File: src/rtl/spi_host_arbiter.sv
// spi_host_arbiter: round-robin sharing of one spi_host_core among NumReq requesters.
// A grant is held across CSAAT-chained segments until the core goes idle.
module spi_host_arbiter #(
    parameter int unsigned NumReq   = 2,
    parameter int unsigned CmdWidth = 64,
    parameter int unsigned IdxW     = $clog2(NumReq)
) (
    input  logic                             clk_i,
    input  logic                             rst_ni,
    input  logic                             sw_rst_i,
    input  logic [NumReq-1:0][CmdWidth-1:0]  req_cmd_i,
    input  logic [NumReq-1:0]                req_csaat_i,
    input  logic [NumReq-1:0]                req_cmd_valid_i,
    output logic [NumReq-1:0]                req_cmd_ready_o,
    input  logic [NumReq-1:0][31:0]          req_tx_data_i,
    input  logic [NumReq-1:0][3:0]           req_tx_be_i,
    input  logic [NumReq-1:0]                req_tx_valid_i,
    output logic [NumReq-1:0]                req_tx_ready_o,
    output logic [31:0]                      req_rx_data_o,
    output logic [NumReq-1:0]                req_rx_valid_o,
    input  logic [NumReq-1:0]                req_rx_ready_i,
    output logic [CmdWidth-1:0]              core_command_o,
    output logic                             core_command_valid_o,
    input  logic                             core_command_ready_i,
    output logic [31:0]                      core_tx_data_o,
    output logic [3:0]                       core_tx_be_o,
    output logic                             core_tx_valid_o,
    input  logic                             core_tx_ready_i,
    input  logic [31:0]                      core_rx_data_i,
    input  logic                             core_rx_valid_i,
    output logic                             core_rx_ready_o,
    input  logic                             core_active_i,
    output logic [NumReq-1:0]                grant_o,
    output logic [IdxW-1:0]                  owner_o,
    output logic                             busy_o
);
    typedef enum logic [1:0] {Idle, Lock, Drain} state_e;

    state_e          state_q, state_d;
    logic [IdxW-1:0] owner_q, owner_d, ptr_q, ptr_d;
    logic            first_q, first_d;
    logic [IdxW-1:0] scan, pick;
    logic            found, locked, routed;

    always_comb begin
        found = 1'b0;
        pick  = '0;
        scan  = '0;
        for (int unsigned k = 0; k < NumReq; k++) begin
            scan = IdxW'((32'(ptr_q) + k) % NumReq);
            if (!found && req_cmd_valid_i[scan]) begin
                found = 1'b1;
                pick  = scan;
            end
        end
    end

    always_comb begin
        state_d = state_q;
        owner_d = owner_q;
        ptr_d   = ptr_q;
        first_d = 1'b0;
        if (sw_rst_i) begin
            state_d = Idle;
            owner_d = '0;
            ptr_d   = '0;
        end else begin
            unique case (state_q)
                Idle: if (found) begin
                    state_d = Lock;
                    owner_d = pick;
                    ptr_d   = IdxW'((32'(pick) + 1) % NumReq);
                end
                Lock: if (req_cmd_valid_i[owner_q] && core_command_ready_i && !req_csaat_i[owner_q]) begin
                    state_d = Drain;
                    first_d = 1'b1;
                end
                // the core may not have raised active yet on the first drain cycle
                Drain: if (!first_q && !core_active_i) state_d = Idle;
                default: state_d = Idle;
            endcase
        end
    end

    always_ff @(posedge clk_i or negedge rst_ni) begin
        if (!rst_ni) begin
            state_q <= Idle;
            owner_q <= '0;
            ptr_q   <= '0;
            first_q <= 1'b0;
        end else begin
            state_q <= state_d;
            owner_q <= owner_d;
            ptr_q   <= ptr_d;
            first_q <= first_d;
        end
    end

    assign locked = state_q == Lock;
    assign routed = state_q != Idle;

    always_comb begin
        grant_o         = '0;
        req_cmd_ready_o = '0;
        req_tx_ready_o  = '0;
        req_rx_valid_o  = '0;
        if (routed) begin
            grant_o[owner_q]         = 1'b1;
            req_cmd_ready_o[owner_q] = locked & core_command_ready_i;
            req_tx_ready_o[owner_q]  = core_tx_ready_i;
            req_rx_valid_o[owner_q]  = core_rx_valid_i;
        end
    end

    assign core_command_o       = locked ? req_cmd_i[owner_q] : '0;
    assign core_command_valid_o = locked & req_cmd_valid_i[owner_q];
    assign core_tx_data_o       = routed ? req_tx_data_i[owner_q] : '0;
    assign core_tx_be_o         = routed ? req_tx_be_i[owner_q] : '0;
    assign core_tx_valid_o      = routed & req_tx_valid_i[owner_q];
    assign core_rx_ready_o      = routed & req_rx_ready_i[owner_q];
    assign req_rx_data_o        = routed ? core_rx_data_i : '0;
    assign owner_o              = owner_q;
    assign busy_o               = routed;
endmodule

File: config.mk
export PLATFORM = sky130hd
export DESIGN_NAME = spi_host_arbiter
export DESIGN_NICKNAME = d
export VERILOG_FILES = /design/src/rtl/spi_host_arbiter.sv
export SDC_FILE = /design/constraint.sdc
export NUM_CORES = 1
export LEC_CHECK = 0
export ABC_AREA = 1
export CAP_MARGIN = 15
export CORE_AREA = 4 4 148 150
export DETAILED_ROUTE_END_ITERATION = 8
export DIE_AREA = 0 0 152 154
export GPL_TIMING_DRIVEN = 0
export MAX_ROUTING_LAYER = met4
export PLACE_DENSITY = 0.44
export REMOVE_ABC_BUFFERS = 1
export SLEW_MARGIN = 0
export SYNTH_ARGS = -nofsm -noshare
export SYNTH_HDL_FRONTEND = slang
export SYNTH_SLANG_ARGS = --single-unit
File: constraint.sdc
create_clock -name clk_i -period 1.45 [get_ports clk_i]
set_input_delay 0.29 -clock clk_i [delete_from_list [all_inputs] [get_ports clk_i]]
set_output_delay 0.29 -clock clk_i [all_outputs]
set_load 0.05 [all_outputs]
==> summary.md, run 1 <==
| Metric | Value |
|---|---|
| Status | finished, violations left |
| Failing checks | setup timing |
| Worst Slack Setup Final | -0.490 ns |
| Number of buffers added on ports | 391 |
| Final wirelength | 22300 um |
| Setup Skew | 0.00154 ns |
| CTS tree | yes |
| Period utilisation layout | 1.34 |
| Final Wtd Congestion | 0.795 |
| Worst vdd ir | 0.463 mV |
| First DRT Iteration DRCs | 102 |
| Leak pwr | 4.13 nW |
| Endpoint class of the critical path | output pin |
| Pwr/cell area | 938 nW/um2 |
| Rows | 53 |
| CTS Buffer Depth | 2 |
| Worst-Margin Slew | 0.289 ns |
| Vias in the first global route | 4802 |
| DRT Pass-1 Iters | 4 |
| Syn Inst Count | 462 |
| IO Pins | 392 |
| Pin count of the biggest net entering global routing | 20 |
| Fin. Hold Viols | 0 |
| Residual DRC count | 0 |
| Layout Nets | 1190 |
| Yosys warns | 0 |
| CP Class | reg -> out |
| Switching share of power | 0.554 |
| GRT Overall Usage | 0.173 |
| Mapped cell area | 2010 um2 |
| Min-delay worst type | in -> async |
| Critical path's top delay family | buffers and inverters |
| Antenna Cells | 0 |
| Post-route ant nets | 0 |
| Shortest period the worst path allows | 1.94 ns |
| Seq pwr share | 0.021 |
| Fmax | 0.516 GHz |
| Share of post-route cells with drive strength above 1 | 0.455 |
| Root Buffer | clkbuf_16 |
| Routed len/inst | 18.3 um |
| Clock Pin Slew Worst Setup and Hold Paths | 0.03 ns |
| Worst path cell trace | clkinvlp_4, buf_12, nand2_8, nand2_4, inv_12, buf_12, nand2_4, nand2_2, buf_8 |
| Clock Sinks | 5 |
| Critical Path Max Stage Delay | 0.39 ns |
| Max_cap viols | 0 |
| Slew Limit Fails | 0 |
| RSZ-0062 raised after global routing | true |
| Core area | 20700 um2 |
| Die area | 23400 um2 |
| Int Pwr | 3.72 mW |
| WHS | 0.294 ns |
| Clock Latency Late Sink | 0.23 ns |
| Worst EP arrival | 1.65 ns |
| Mean Syn Cell Area | 4.35 um2 |
| Hpwl dp | 12300 um |
| Die W | 152 um |
| Slew HR | 0.806 |
| Clock Power Share | 0.054 |
| Comb power frac | 0.924 |
| #FFs+latches synth | 5 |
| Die Ht | 154 um |
| Area grow syn2layout | 342% |
| Num CTS Buffers | 3 |
| Initial antenna violation count | 0 |
| DR vias | 4818 |
| Remaining Overflow, GRT | 0 |
| Worst EP required | 1.16 ns |
| Post-synth cell types | 17 |
| Cell with the largest stage delay on the worst path | dfrtp_1 |
| WP buf/inv | 5 |
| Sw power | 4.61 mW |
| Register area share after synthesis | 0.0622 |
| Worst-path fanout max | 5 |
| H-tree Lvls | 1 |
| Setup violators final | 147 |
| Tot Pwr | 8.33 mW |
| Startpoint types | flop |
| First-pass GRT wire length | 30000 um |
| Starting Density | 0.0972 |
| Via-per-instance ratio | 3.96 |
## cells in the mapped netlist, drive strengths merged
cell,n,area (um2)
nand2,263,995
a21oi,64,320
nor2,44,165
inv,43,161
buf,23,154
clkbuf,10,37.5
dfrtp,5,125
nor3,3,15.0
o21ai,3,15.0
nand3,2,10.0
clkinv,1,5.00
o211ai,1,7.51
## flip-flops by register name, indices dropped and copies added, names as in the netlist
name / cells
state_q: 2
ptr_q: 1
owner_o: 1
first_q: 1
## cell type report
cell class / count / area [um2]
clock buffer: 4 / 78.8
fill: 2063 / 11800
inverter: 44 / 215
multi-input combinational: 386 / 2450
sequential: 5 / 130
tap: 275 / 344
timing repair buffer: 483 / 5310
timing repair inverter: 20 / 349
## final timing paths
path	from	endpoint	slack, ns	cells past startpoint
worst max-delay path	state_q[1]$_DFFE_PN0P_	core_tx_data_o[15]	-0.49	9
worst min register to register	first_q$_DFF_PN0_	state_q[1]$_DFFE_PN0P_	0.49	2
worst max register to register	state_q[1]$_DFFE_PN0P_	ptr_q$_DFFE_PN0P_	-0.02	9
max in group asynchronous	rst_ni	owner_o$_DFFE_PN0P_	0.93	1
worst min-delay path	rst_ni	owner_o$_DFFE_PN0P_	0.29	1
min in group clk_i	first_q$_DFF_PN0_	state_q[1]$_DFFE_PN0P_	0.49	2
## logic make-up (layout without fill, tap and decap cells)
kind of cell / count (synthesis) / in the layout / synth area share
flip-flops: 5 / 5 / 0.0622
AO/OA/AOI/OAI: 68 / 68 / 0.171
AND/OR/NAND/NOR: 312 / 318 / 0.589
buffers and inverters: 77 / 551 / 0.178
## per-stage QoR
stage	utilization	TNS, ns	instances	setup slack, ns	area (um2)
after floorplan	-	-288.92	429	-2.96	1820
after detailed placement	0.295	-279.49	1096	-2.64	6110
after CTS	0.366	-49.16	1182	-0.505	7570
after global routing	0.429	-61.18	1217	-0.542	8880
after global placement	0.294	-551.37	1095	-4.73	6080
final	0.429	-52.59	1217	-0.490	8880
## power by group through the flow
stage	clock (mW)	combinational (mW)	sequential, mW
3_3_place_gp	0	5.23	0.251
3_5_place_dp	0	5.16	0.254
2_1_floorplan	0	2.99	0.223
4_1_cts	0.456	6.75	0.176
5_1_grt	0.467	8.06	0.180
6_report	0.452	7.70	0.178
## timing repair
item / in CTS / in global routing
hold buffers: 0 / 0
setup endpoints to repair: 150 / 149
setup buffers: 56 / 33
pin swaps: 20 / 53
resized for setup: 1084 / 260
cloned: 28 / 5
## layout by cell type, fill, tap and decap left out, drive strengths merged
master	netlist	layout
o211ai	1	1
nand3	2	2
nand2	263	269
clkdlybuf4s50	0	246
clkinvlp	0	1
nor2	44	44
clkbuf	10	5
buf	23	236
o21ai	3	3
inv	43	50
nor3	3	3
dfrtp	5	5
a21oi	64	64
clkinv	1	13
## metal layers
layer	GRT usage	routed length, um
met5	-	0
met4	0.0390	459
met3	0.0326	1430
met2	0.322	12000
met1	0.191	8410
No activity file was read; power rests on OpenSTA's default activity.
==> run 2: changes to the inputs <==
MAX_ROUTING_LAYER = default   (was met4)
==> summary.md, run 2 (synthesized netlist as in run 1, its figures left out) <==
| Metric | Value |
|---|---|
| Max FFs per register | 2 |
| Core area | 20700 um2 |
| Non-filler cells, final | 1219 |
| Setup Skew | 0.00146 ns |
| Fmax | 0.518 GHz |
| Tot Pwr | 8.36 mW |
| Worst path cell trace | clkinvlp_4, buf_12, nand2_8, nand2_4, inv_12, buf_12, nand2_4, nand2_2, buf_8 |
| Shortest period the worst path allows | 1.93 ns |
| Routed len/inst | 18.4 um |
| IO Pins | 392 |
| Pwr/cell area | 936 nW/um2 |
| RSZ-0062 raised after global routing | true |
| Slew Limit Fails | 0 |
| R2R Path Start | owner_o$_DFFE_PN0P_ |
| Final wirelength | 22500 um |
| Share of post-route cells with drive strength above 1 | 0.459 |
| WHS | 0.294 ns |
| Fin. Hold Viols | 0 |
| Via-per-instance ratio | 3.96 |
| Rows | 53 |
| Die Ht | 154 um |
| Num CTS Buffers | 3 |
| CTS Buffer Depth | 2 |
| Dpl ws | -2.64 ns |
| Die area | 23400 um2 |
| H-tree Lvls | 1 |
| First DRT Iteration DRCs | 95 |
| Most common cell after layout, fill and taps aside | clkdlybuf4s50_1 |
| Critical path's top delay family | buffers and inverters |
| Cell with the largest stage delay on the worst path | dfrtp_1 |
| Final Wtd Congestion | 0.784 |
| Status | finished, violations left |
| Root Buffer | clkbuf_16 |
| Pin count of the biggest net entering global routing | 20 |
| Hpwl dp | 12300 um |
| Clock Latency Late Sink | 0.23 ns |
| Vias in the first global route | 4787 |
| Max_cap viols | 0 |
| GRT Overall Usage | 0.168 |
| Residual DRC count | 0 |
| Min-delay worst type | in -> async |
| DRT Pass-1 Iters | 6 |
| Post-Place Cells | 1096 |
| Top reg by flops | state_q |
| Period utilisation layout | 1.33 |
| Antenna Cells | 0 |
| Startpoint types | flop |
| Area grow syn2layout | 344% |
| DR vias | 4825 |
| Design Area, Final | 8940 um2 |
| Layout Nets | 1192 |
| WP buf/inv | 5 |
| Worst-Margin Slew | 0.243 ns |
| Worst Slack Setup Final | -0.480 ns |
| Setup violators final | 149 |
| Die W | 152 um |
| Endpoint class of the critical path | output pin |
| Worst EP required | 1.16 ns |
| Initial antenna violation count | 0 |
| Worst-path fanout max | 5 |
| Critical R2R Capture | state_q[0]$_DFFE_PN0P_ |
| Leak pwr | 4.13 nW |
| CP Class | reg -> out |
| WP depth | 9 |
| Number of buffers added on ports | 391 |
| CTS tree | yes |
| First-pass GRT wire length | 30100 um |
| Starting Density | 0.0972 |
| Area after DPL | 6110 um2 |
| # fillers | 2060 |
| Failing checks | setup timing |
| Most frequent cells in the layout | 246 x clkdlybuf4s50_1, 162 x nand2_1, 114 x buf_6 |
| Clock Sinks | 5 |
| FF-to-FF setup slack | -0.05 ns |
| Critical path destination | core_tx_data_o[15] |
| Crit. Startpoint | state_q[1]$_DFFE_PN0P_ |
| Clock Pin Slew Worst Setup and Hold Paths | 0.03 ns |
| Remaining Overflow, GRT | 0 |
| Cells on worst reg2reg path | 10 |
| Critical Path Max Stage Delay | 0.38 ns |
| Worst vdd ir | 0.464 mV |
| Worst EP arrival | 1.64 ns |
| Post-route ant nets | 0 |
| Slew HR | 0.838 |
[run 2: cell types whose count changed in the layout (fill, tap and decap cells not counted)]
cell     before  now
o21ai_1       2    1
nand2_8       8    7
o21ai_0       1    2
nor2_1       36   35
nor2_2        1    3
nand2_1     161  162
buf_6       115  114
buf_12       21   23
nand2_4      48   51
nor2_4        7    6
nand2_2      52   49
a21oi_1      18   16
inv_16        0    1
a21oi_2      39   41
[run 2: worst min path at each step]
stage	startpoint	end	slack, ns	depth (start not counted)
2_1_floorplan	rst_ni	first_q$_DFF_PN0_	-0.006	0
3_3_place_gp	first_q$_DFF_PN0_	state_q[1]$_DFFE_PN0P_	0.46	2
3_5_place_dp	first_q$_DFF_PN0_	state_q[1]$_DFFE_PN0P_	0.48	2
4_1_cts	rst_ni	owner_o$_DFFE_PN0P_	0.30	1
5_1_grt	rst_ni	owner_o$_DFFE_PN0P_	0.31	1
6_report	rst_ni	owner_o$_DFFE_PN0P_	0.29	1
[run 2: timing repair]
action | CTS | global route
resized for setup | 1084 | 263
pin swaps | 20 | 53
hold buffers | 0 | 0
cloned | 28 | 6
setup buffers | 56 | 34
endpoints found under the setup margin | 150 | 149
[run 2: cell type report]
| class | instances | area (um2) | share of cell area |
|---|---|---|---|
| Multi-Input combinational cell | 386 | 2460 | 0.275 |
| Inverter | 44 | 215 | 0.0241 |
| Tap cell | 275 | 344 | 0.0385 |
| Timing Repair Buffer | 484 | 5340 | 0.598 |
| Clock buffer | 4 | 78.8 | 0.00882 |
| Timing Repair inverter | 21 | 369 | 0.0413 |
| Sequential cell | 5 | 130 | 0.0146 |
[run 2: worst reg2reg max path, delay by kind of cell, from the launching register on]
kind,cells,cell delay (ns)
and+or+nand+nor,5,0.26
buffers and inverters,5,0.62
DFF,1,0.51
[run 2: layer usage]
layer	wire, um	GRT usage	vias to the layer above
met2	12100	0.322	265
met3	1800	0.0487	27
li1	-	-	2372
met1	8120	0.181	2161
met5	0	0	-
met4	474	0.0390	0
[run 2: report_power, final]
| part | total, mW | switching, mW | internal (mW) |
|---|---|---|---|
| Clock | 0.452 | 0.0883 | 0.364 |
| Sequential | 0.178 | 0.0176 | 0.160 |
| Combinational | 7.73 | 4.52 | 3.21 |
| Total | 8.36 | 4.63 | 3.74 |
[run 2: metrics by stage]
stage	setup TNS (ns)	utilization
6_report	-51.29	0.432
5_1_grt	-60.33	0.432
4_1_cts	-49.16	0.366
3_5_place_dp	-279.49	0.295
3_3_place_gp	-551.37	0.294
2_1_floorplan	-288.92	-
